## src/rtl/crossbar_seq_if.sv

```systemverilog
`default_nettype none
// ============================================================================
// Module      : crossbar_seq_if
// Description : Command / response handshake bundle for crossbar_seq.
//               master : command issuer and result consumer
//               slave  : crossbar sequencer
//   cmd_valid/cmd_ready   command handshake
//   cmd_op[1:0]           0 PROG, 1 FORM, 2 MAC, 3 reserved
//   cmd_row[2:0]          target row for PROG/FORM
//   cmd_data[7:0]         row weights (PROG/FORM) or input vector (MAC)
//   rsp_valid/rsp_ready   result handshake
//   rsp_data[7:0]         captured MAC result
// Revision    : 1.0 - initial release
// ============================================================================
interface crossbar_seq_if;
   logic       cmd_valid;
   logic       cmd_ready;
   logic [1:0] cmd_op;
   logic [2:0] cmd_row;
   logic [7:0] cmd_data;
   logic       rsp_valid;
   logic       rsp_ready;
   logic [7:0] rsp_data;

   modport master (
      output cmd_valid, cmd_op, cmd_row, cmd_data, rsp_ready,
      input  cmd_ready, rsp_valid, rsp_data
   );

   modport slave (
      input  cmd_valid, cmd_op, cmd_row, cmd_data, rsp_ready,
      output cmd_ready, rsp_valid, rsp_data
   );
endinterface
`default_nettype wire

```

## src/rtl/crossbar_seq.sv

```systemverilog
`default_nettype none
// ============================================================================
// Module      : crossbar_seq
// Description : Sequencer for an 8x8 resistive crossbar array. Converts
//               PROG / FORM / MAC commands into timed wordline, bitline and
//               selectline drive patterns and captures the thresholded
//               column result of a MAC read.
//   clk, rst        clock and synchronous active-high reset
//   bus (slave)     command / response handshake (crossbar_seq_if)
//   bitline         column bitline drive
//   wordline        row wordline drive
//   selectline      column selectline drive
//   wenable         write enable, high during PROG/FORM pulses
//   form            forming mode, high during FORM pulses
//   mac             read mode, high during read drive and wait
//   arr_out         thresholded column result from the array
//   busy            high whenever the sequencer is not idle
// Revision    : 1.0 - initial release
// ============================================================================
module crossbar_seq #(
   parameter int PULSE_CYCLES = 2,
   parameter int READ_LAT     = 1
) (
   input  logic                 clk,
   input  logic                 rst,
   crossbar_seq_if.slave        bus,
   output logic [7:0]           bitline,
   output logic [7:0]           wordline,
   output logic [7:0]           selectline,
   output logic                 wenable,
   output logic                 form,
   output logic                 mac,
   input  logic [7:0]           arr_out,
   output logic                 busy
);

   localparam logic [1:0] OP_PROG = 2'd0;
   localparam logic [1:0] OP_FORM = 2'd1;
   localparam logic [1:0] OP_MAC  = 2'd2;

   localparam logic [3:0] PULSE_LAST = 4'(PULSE_CYCLES);
   localparam logic [3:0] WAIT_LAST  = 4'(READ_LAT);

   typedef enum logic [2:0] {
      S_IDLE  = 3'd0,
      S_PULSE = 3'd1,
      S_READ  = 3'd2,
      S_WAIT  = 3'd3,
      S_RESP  = 3'd4
   } state_t;

   state_t     state_q;
   logic [3:0] cnt_q;
   logic [1:0] op_q;
   logic [2:0] row_q;
   logic [7:0] data_q;
   logic [7:0] bitline_q;
   logic [7:0] wordline_q;
   logic [7:0] selectline_q;
   logic       wenable_q;
   logic       form_q;
   logic       mac_q;
   logic       rsp_valid_q;
   logic [7:0] rsp_data_q;
   logic       cmd_fire;

   assign bus.cmd_ready = (state_q == S_IDLE);
   assign cmd_fire      = bus.cmd_valid && (state_q == S_IDLE);

   always_ff @(posedge clk) begin
      if (rst) begin
         state_q      <= S_IDLE;
         cnt_q        <= 4'd0;
         op_q         <= 2'd0;
         row_q        <= 3'd0;
         data_q       <= 8'h00;
         bitline_q    <= 8'h00;
         wordline_q   <= 8'h00;
         selectline_q <= 8'h00;
         wenable_q    <= 1'b0;
         form_q       <= 1'b0;
         mac_q        <= 1'b0;
         rsp_valid_q  <= 1'b0;
         rsp_data_q   <= 8'h00;
      end else begin
         case (state_q)
            S_IDLE: begin
               if (cmd_fire) begin
                  op_q   <= bus.cmd_op;
                  row_q  <= bus.cmd_row;
                  data_q <= bus.cmd_data;
                  // Drive patterns launch from the raw command so the array
                  // sees them in the first cycle after the accept edge.
                  if (bus.cmd_op == OP_PROG || bus.cmd_op == OP_FORM) begin
                     state_q      <= S_PULSE;
                     cnt_q        <= 4'd1;
                     wordline_q   <= 8'd1 << bus.cmd_row;
                     bitline_q    <= bus.cmd_data;
                     selectline_q <= ~bus.cmd_data;
                     wenable_q    <= 1'b1;
                     form_q       <= (bus.cmd_op == OP_FORM);
                  end else if (bus.cmd_op == OP_MAC) begin
                     state_q    <= S_READ;
                     wordline_q <= bus.cmd_data;
                     mac_q      <= 1'b1;
                  end
                  // Reserved op: accepted and dropped, stay idle.
               end
            end

            S_PULSE: begin
               if (cnt_q >= PULSE_LAST) begin
                  state_q      <= S_IDLE;
                  cnt_q        <= 4'd0;
                  wordline_q   <= 8'h00;
                  bitline_q    <= 8'h00;
                  selectline_q <= 8'h00;
                  wenable_q    <= 1'b0;
                  form_q       <= 1'b0;
               end else begin
                  cnt_q        <= cnt_q + 4'd1;
                  // Hold the pattern from the latched command.
                  wordline_q   <= 8'd1 << row_q;
                  bitline_q    <= data_q;
                  selectline_q <= ~data_q;
                  form_q       <= (op_q == OP_FORM);
               end
            end

            S_READ: begin
               state_q <= S_WAIT;
               cnt_q   <= 4'd1;
            end

            S_WAIT: begin
               if (cnt_q >= WAIT_LAST) begin
                  state_q     <= S_RESP;
                  cnt_q       <= 4'd0;
                  rsp_data_q  <= arr_out;
                  rsp_valid_q <= 1'b1;
                  wordline_q  <= 8'h00;
                  mac_q       <= 1'b0;
               end else begin
                  cnt_q      <= cnt_q + 4'd1;
                  wordline_q <= data_q;
               end
            end

            S_RESP: begin
               if (bus.rsp_ready) begin
                  state_q     <= S_IDLE;
                  rsp_valid_q <= 1'b0;
               end
            end

            default: begin
               state_q <= S_IDLE;
               cnt_q   <= 4'd0;
            end
         endcase
      end
   end

   assign bitline       = bitline_q;
   assign wordline      = wordline_q;
   assign selectline    = selectline_q;
   assign wenable       = wenable_q;
   assign form          = form_q;
   assign mac           = mac_q;
   assign bus.rsp_valid = rsp_valid_q;
   assign bus.rsp_data  = rsp_data_q;
   assign busy          = (state_q != S_IDLE);

endmodule
`default_nettype wire

```

## src/flat_wrapper.sv

```systemverilog
// flat-port wrapper written by rule: the top's interface ports become plain ports
module crossbar_seq_flat 
#(
   parameter int PULSE_CYCLES = 2,
   parameter int READ_LAT     = 1
)
  (clk, rst, bitline, wordline, selectline, wenable, form, mac, arr_out, busy, bus_cmd_valid, bus_cmd_op, bus_cmd_row, bus_cmd_data, bus_rsp_ready, bus_cmd_ready, bus_rsp_valid, bus_rsp_data);
  crossbar_seq_if bus_i ();
  input  logic clk;
  input  logic rst;
  output logic [7:0] bitline;
  output logic [7:0] wordline;
  output logic [7:0] selectline;
  output logic wenable;
  output logic form;
  output logic mac;
  input  logic [7:0] arr_out;
  output logic busy;
  input wire logic [$bits(bus_i.cmd_valid)-1:0] bus_cmd_valid;
  input wire logic [$bits(bus_i.cmd_op)-1:0] bus_cmd_op;
  input wire logic [$bits(bus_i.cmd_row)-1:0] bus_cmd_row;
  input wire logic [$bits(bus_i.cmd_data)-1:0] bus_cmd_data;
  input wire logic [$bits(bus_i.rsp_ready)-1:0] bus_rsp_ready;
  output wire logic [$bits(bus_i.cmd_ready)-1:0] bus_cmd_ready;
  output wire logic [$bits(bus_i.rsp_valid)-1:0] bus_rsp_valid;
  output wire logic [$bits(bus_i.rsp_data)-1:0] bus_rsp_data;
  assign bus_i.cmd_valid = bus_cmd_valid;
  assign bus_i.cmd_op = bus_cmd_op;
  assign bus_i.cmd_row = bus_cmd_row;
  assign bus_i.cmd_data = bus_cmd_data;
  assign bus_i.rsp_ready = bus_rsp_ready;
  assign bus_cmd_ready = bus_i.cmd_ready;
  assign bus_rsp_valid = bus_i.rsp_valid;
  assign bus_rsp_data = bus_i.rsp_data;
  crossbar_seq #(.PULSE_CYCLES(PULSE_CYCLES), .READ_LAT(READ_LAT)) u_core (.clk(clk), .rst(rst), .bus(bus_i), .bitline(bitline), .wordline(wordline), .selectline(selectline), .wenable(wenable), .form(form), .mac(mac), .arr_out(arr_out), .busy(busy));
endmodule
```

## config.mk

```make
export PLATFORM = sky130hd
export DESIGN_NAME = crossbar_seq_flat
export DESIGN_NICKNAME = d
export VERILOG_FILES = /design/src/rtl/crossbar_seq_if.sv /design/src/rtl/crossbar_seq.sv /design/src/flat_wrapper.sv
export SDC_FILE = /design/constraint.sdc
export NUM_CORES = 1
export LEC_CHECK = 0
export BUFFER_PORTS_ARGS = -buffer_cell sky130_fd_sc_hd__buf_2
export CAP_MARGIN = 0
export CORE_AREA = 3 3 73 75
export CTS_CLUSTER_DIAMETER = 150
export DETAILED_ROUTE_END_ITERATION = 10
export DIE_AREA = 0 0 76 78
export GPL_TIMING_DRIVEN = 0
export HOLD_SLACK_MARGIN = 0.12
export PLACE_DENSITY = 0.81
export SYNTH_ARGS = -nofsm -noshare
export SYNTH_HDL_FRONTEND = slang
export SYNTH_SLANG_ARGS = --single-unit
```

## constraint.sdc

```tcl
create_clock -name clk -period 4.15 [get_ports clk]
set_input_delay 0.415 -clock clk [delete_from_list [all_inputs] [get_ports clk]]
set_output_delay 0.415 -clock clk [all_outputs]
set_load 0.02 [all_outputs]
```

==> results.ini, run 1 <==
[run_status]
outcome = finished, final reports clean

[floorplan]
coreArea_um2 = 4720
die_y_um = 78
rows = 25
io_pins = 63
die_w_um = 76
start_util_pct = 55.3
dieArea_um2 = 5930

[layout]
diodes = 0
area_delta_synth_final_pct = 19.5
nNetsFinal = 403
drive_gt1_share_pct = 22.9

[worst_setup_path]
required_ns = 4.41
r2r_end = u_core.selectline[3]$_SDFFE_PP0P_
crit_path_cell_trace = inv_1, ha_1, nor4_1, nand2_1, o22a_1, a21oi_1
cp.buffers_inverters = 1
cpPeakStageDelay_ns = 0.54
critPathLaunch = u_core.cnt_q[0]$_SDFFE_PP0P_
timing.rr.start = u_core.cnt_q[0]$_SDFFE_PP0P_
slowest_stage = nor4_1
cp_max_fo = 8
crit_path_end = u_core.selectline[3]$_SDFFE_PP0P_
crit_arrival_ns = 2.41
timing_worst_setup_path_type = reg2reg
cp_top_family = simple AND/OR/NAND/NOR gates
worstSetupPathDepth = 6
start_kind = flop
ff2ff_path_depth = 6
rrSetupSlack_ns = 2.00
cp-end-kind = flop

[pwr]
powerDensity_nw_per_um2 = 594
ir_drop_uv = 330
leakage_nw = 1.31

[synth]
synth.avg_cell_area_um2 = 8.57
yosys-top-cells-count = dfxtp_1, nand2_1, a21oi_1
yosys_warnings = 0
synth-edff-count = 0
syn_area_um2 = 2610
synthDistinctLibCells = 47
ys_seq_area_share_pct = 42.9
synthesis.instances = 305
synth_area_leaders = dfxtp_1, nand2_1, a21oi_1
ys_seq_elements = 56
yosysMostFrequentCell = dfxtp_1
synth_top_cell_by_area = dfxtp_1
synthFlopType = dfxtp_1
synth_top_area_share_pct = 42.9
async_flop_share_pct = 0
syn_nets = 334

[detailed_routing]
drc = 0
drt-total-wl_um = 7170
drtIter0Drc = 339
wl_per_cell_um = 16.2
firstDrtPassIters = 5
vias = 2658
via_per_inst = 6.01
ant_nets = 0

[timing]
period_share_pct = 51.9
min_period_ns = 2.15
fin_setup_tns_ns = 0
grt_setup_unrepaired = false
tightest_slew_ns = 0.758
setup_slack_ns = 2.00
finalHoldViolations = 0
fin_skew_ns = 0.00415
finalSetupViolations = 0
slew_violations = 0
slew_headroom_pct = 49.2
hold_slack_ns = 0.323
fmax_ghz = 0.465

[placement]
io_buffers = 62
post-dp-hpwl_um = 5190
place_ws_ns = 2.08
place_congestion = 0.857

[clock_network]
clkLatencyLatePin_ns = 0.32
cts_tree = yes
htree_levels = 2
postCtsHoldBufs = 0
cts_setup_buffers = 0
postCtsResizedCells = 0
clock_sinks = 56
numCtsBuffers = 5
clockBufferDepth = 2
cts_root_buf = clkbuf_8
clk_pin_slew_ns = 0.10

[grt]
grt_overflow = 0
grt_first_pass_wirelength_um = 11600
first_global_vias = 2418
grt_use_total_pct = 24.0
grt_max_degree = 19
antenna_found_initial = 0

[worst_hold_path]
whs_path_depth = 3
hp-class = in2reg

[run]
maxCapViolCount = 0

[tightest hold or removal path, stage by stage]
cell and delay [ns]:
buf_2 0.09, nand2_1 0.04, a21oi_1 0.05
[worst min path at each step]
stage / end / slack (ns) / from
after global placement: u_core.op_q[1]$_SDFFE_PP0P_ / 0.44 / u_core.op_q[1]$_SDFFE_PP0P_
final: u_core.bus.rsp_data[3]$_SDFFE_PP0P_ / 0.32 / arr_out[3]
after floorplan: u_core.op_q[1]$_SDFFE_PP0P_ / 0.43 / u_core.op_q[1]$_SDFFE_PP0P_
after detailed placement: u_core.op_q[1]$_SDFFE_PP0P_ / 0.45 / u_core.op_q[1]$_SDFFE_PP0P_
after CTS: u_core.bus.rsp_data[3]$_SDFFE_PP0P_ / 0.33 / arr_out[3]
after global routing: u_core.bus.rsp_data[5]$_SDFFE_PP0P_ / 0.33 / arr_out[5]
[power breakdown]
group	switching, mW	internal [mW]
Combinational	0.493	0.289
Clock	0.190	0.183
Sequential	0.0614	0.639
[layout by cell type, fill, tap and decap left out, types with 4 or more instances in the layout]
cell type,netlist,layout
nor2_1,19,19
nor2b_1,7,7
inv_1,7,7
o211ai_1,5,5
a221o_1,10,10
a32o_1,9,9
clkbuf_8,0,5
dfxtp_1,56,56
ha_1,4,4
nor3_1,5,5
o21ai_0,22,22
a221oi_1,8,8
clkbuf_1,12,12
o22a_1,8,8
buf_2,3,65
nand2_1,54,54
a21oi_1,35,35
[layer usage]
layer,GRT usage (%),routed length [um],vias to the layer above
met5,0,0,-
met4,8.33,136,0
met3,5.68,735,18
met2,37.6,3210,150
met1,32.7,3090,1223
li1,-,-,1267
[through the flow]
stage | cell area, um^2 | power [mW] | std cells | util, %
3_5_place_dp | 3010 | 1.48 | 434 | 63.7
6_report | 3120 | 1.86 | 442 | 66.1
5_1_grt | 3120 | 1.96 | 442 | 66.1
3_3_place_gp | 3010 | 1.46 | 434 | 63.7
2_1_floorplan | 2610 | 1.26 | 305 | -
4_1_cts | 3120 | 1.85 | 442 | 66.1
[cell type report]
cell class                      count  area (um^2)
Clock inverter                      3         46.3
Fill cell                         418         1600
Clock buffer                        5         68.8
Multi-Input combinational cell    225         1390
Buffer                             17         78.8
Tap cell                           67         83.8
Inverter                            7         26.3
Timing Repair Buffer               62          310
Sequential cell                    56         1120
[kinds of logic (layout without fill, tap and decap cells)]
group                    Yosys count  count (layout)  synth area share (%)
AND/OR/NAND/NOR                  108             108                  20.4
AO/OA/AOI/OAI                    112             112                  30.4
adder cells (fa/ha/maj)            4               4                  1.92
multiplexers                       1               1                 0.383
buffers and inverters             24              94                  4.02
flip-flops                        56              56                  42.9
[registers in the layout (all words and copies together) (netlist names), 2 cells and up]
register / flops
u_core.data_q: 8
u_core.cnt_q: 4
u_core.op_q: 2
u_core.state_q: 3
u_core.wordline: 8
u_core.row_q: 3
u_core.selectline: 8
u_core.bitline: 8
u_core.bus.rsp_data: 8
(Power assumes the default switching activity.)
==> inputs of run 2 (changes only) <==
ABC_AREA = 1   (was not set)
CORE_AREA = 3 3 77 79   (was 3 3 73 75)
DIE_AREA = 0 0 80 82   (was 0 0 76 78)
PLACE_DENSITY = 0.78   (was 0.81)
clock period = 2.2 ns   (was 4.15 ns; I/O delays follow)
==> run 2 against run 1 <==
Against the previous run:
- wire length is 4.5% higher
- synthesized cell count is 40% higher
- total power is 130% higher
- critical endpoint is now u_core.bitline[0]$_SDFFE_PP0P_
- first-iteration DRC count is 38% lower
==> results.ini, run 2 <==
[run_status]
outcome = finished, final reports clean

[clock_network]
postCtsHoldBufs = 0
cts_tree = yes
clk_pin_slew_ns = 0.11
htree_levels = 2
cts_root_buf = clkbuf_8
postCtsResizedCells = 0
clock_sinks = 56
clkLatencyLatePin_ns = 0.32
clockBufferDepth = 2
numCtsBuffers = 5
cts_setup_buffers = 0

[worst_setup_path]
slowest_stage = dfxtp_1
rrSetupSlack_ns = 0.14
cpPeakStageDelay_ns = 0.40
timing_worst_setup_path_type = reg2reg
cp_max_fo = 10
required_ns = 2.46
crit_arrival_ns = 2.32
path_common_cell = nor2_1
crit_path_cell_trace = inv_1, ha_1, nor2_1, nand2_1, inv_1, nand2_1, clkbuf_2, o21ai_0, nor2_1, nor2_1
start_kind = flop
cp.buffers_inverters = 3
cp-end-kind = flop
cp_top_family = buffers and inverters

[timing]
slew_violations = 0
finalSetupViolations = 0
min_period_ns = 2.06
fmax_ghz = 0.486
grt_setup_unrepaired = false
fin_setup_tns_ns = 0
fin_skew_ns = 0.0134
finalHoldViolations = 0
period_share_pct = 93.5
slew_headroom_pct = 56.3
tightest_slew_ns = 0.653

[grt]
grt_overflow = 0
antenna_found_initial = 0
first_global_vias = 2546
grt_use_total_pct = 23.4
grt_max_degree = 19
grt_first_pass_wirelength_um = 12100

[synth]
synth.avg_cell_area_um2 = 6.69
yosys-top-cells-count = nand2_1, nor2_1, dfxtp_1
synthesis.instances = 428
synthFlopType = dfxtp_1
syn_nets = 457
yosysMostFrequentCell = nand2_1
synth_area_leaders = dfxtp_1, nand2_1, nor2_1
syn_area_um2 = 2860
synthDistinctLibCells = 32
ys_seq_area_share_pct = 39.2
async_flop_share_pct = 0
ys_seq_elements = 56
yosys_warnings = 0
synth_top_cell_by_area = dfxtp_1
synth_top_area_share_pct = 39.2
synth-edff-count = 0

[detailed_routing]
drtIter0Drc = 211
wl_per_cell_um = 13.2
via_per_inst = 5.14
drc = 0
vias = 2926
ant_nets = 0
firstDrtPassIters = 4
drt-total-wl_um = 7490

[run]
maxCapViolCount = 0

[pwr]
ir_drop_uv = 698
leakage_nw = 1.65
powerDensity_nw_per_um2 = 1270

[floorplan]
dieArea_um2 = 6560
die_w_um = 80
coreArea_um2 = 5410
rows = 27
io_pins = 63
start_util_pct = 52.9
die_y_um = 82

[layout]
fillCellCount = 552
area_delta_synth_final_pct = 17.0
most-common-layout-cells = nand2_1, nor2_1, buf_2
utilization_pct = 61.9
drive_gt1_share_pct = 20.1
nNetsFinal = 525
diodes = 0
mostFrequentLayoutCell = nand2_1
final_area_um2 = 3350

[placement]
dpl-instance-area_um2 = 3260
post-dp-hpwl_um = 5820
io_buffers = 61
place_congestion = 0.921

[worst_hold_path]
hp-class = in2reg

## run 2: cell types whose count changed in the layout (fill, tap and decap cells not counted), sizes merged, moves of 9 or more
cell    delta
o21ai     +32
a221o     -10
inv       +31
a21oi      -9
a32o       -9
nand3     +33
nand2     +58
a221oi     -9
nor2      +53
## run 2: worst reg2reg max path: cells and delay by family (launching register included)
kind | cells | cell delay (ns)
AO/OA/AOI/OAI | 1 | 0.36
adder cells (fa/ha/maj) | 1 | 0.20
buffers and inverters | 3 | 0.53
flip-flops | 1 | 0.40
AND/OR/NAND/NOR | 5 | 0.52
## run 2: worst paths after layout
path / from / to / depth (start not counted)
worst max-delay path: u_core.cnt_q[0]$_SDFFE_PP0P_ / u_core.bitline[0]$_SDFFE_PP0P_ / 10
worst min register to register: u_core.mac$_SDFFE_PP0P_ / u_core.mac$_SDFFE_PP0P_ / 2
worst max register to register: u_core.cnt_q[0]$_SDFFE_PP0P_ / u_core.bitline[0]$_SDFFE_PP0P_ / 10
worst min-delay path: arr_out[1] / u_core.bus.rsp_data[1]$_SDFFE_PP0P_ / 3
## run 2: kinds of logic (layout without fill, tap and decap cells)
kind of cell / count (synthesis) / after routing / synth area share (%)
flip-flops: 56 / 56 / 39.2
AO/OA/AOI/OAI: 84 / 84 / 15.3
adder cells (fa/ha/maj): 4 / 4 / 1.75
AND/OR/NAND/NOR: 228 / 228 / 34.9
buffers and inverters: 56 / 125 / 8.88
## run 2: through the flow
step | power [mW] | cells | worst slack [ns] | hold slack (ns)
finish | 4.25 | 569 | 0.144 | 0.155
global route | 4.56 | 569 | 0.0238 | 0.171
CTS | 4.26 | 569 | 0.195 | 0.153
detailed placement | 3.68 | 561 | 0.232 | 0.443
global placement | 3.64 | 561 | 0.236 | 0.434
floorplan | 3.08 | 428 | 0.681 | 0.383
## run 2: power by group
part,leakage [nW],internal (mW),switching [mW]
logic,1.14,0.725,1.46
clock network,0.0485,0.229,0.349
registers,0.460,1.29,0.183
total,1.65,2.25,2.00
## run 2: cell type report
type	instances	area, um^2	share of cell area, %
inverters	38	145	4.33
clock inverters	3	22.5	0.673
clock buffers	5	68.8	2.06
multi-input cells	316	1490	44.4
flip-flops and latches	56	1120	33.5
plain buffers	18	109	3.25
repair buffers	61	305	9.12
well taps	72	90.1	2.69
## run 2: layer usage
layer / share of wire, % / up-vias / wire length (um) / global-route usage, %
met3: 4.7 / 14 / 355 / 3.40
met4: 2.3 / 0 / 171 / 8.11
met1: 47 / 1323 / 3510 / 31.7
li1: - / 1515 / - / -
met5: 0 / - / 0 / 0
met2: 46 / 74 / 3450 / 38.0
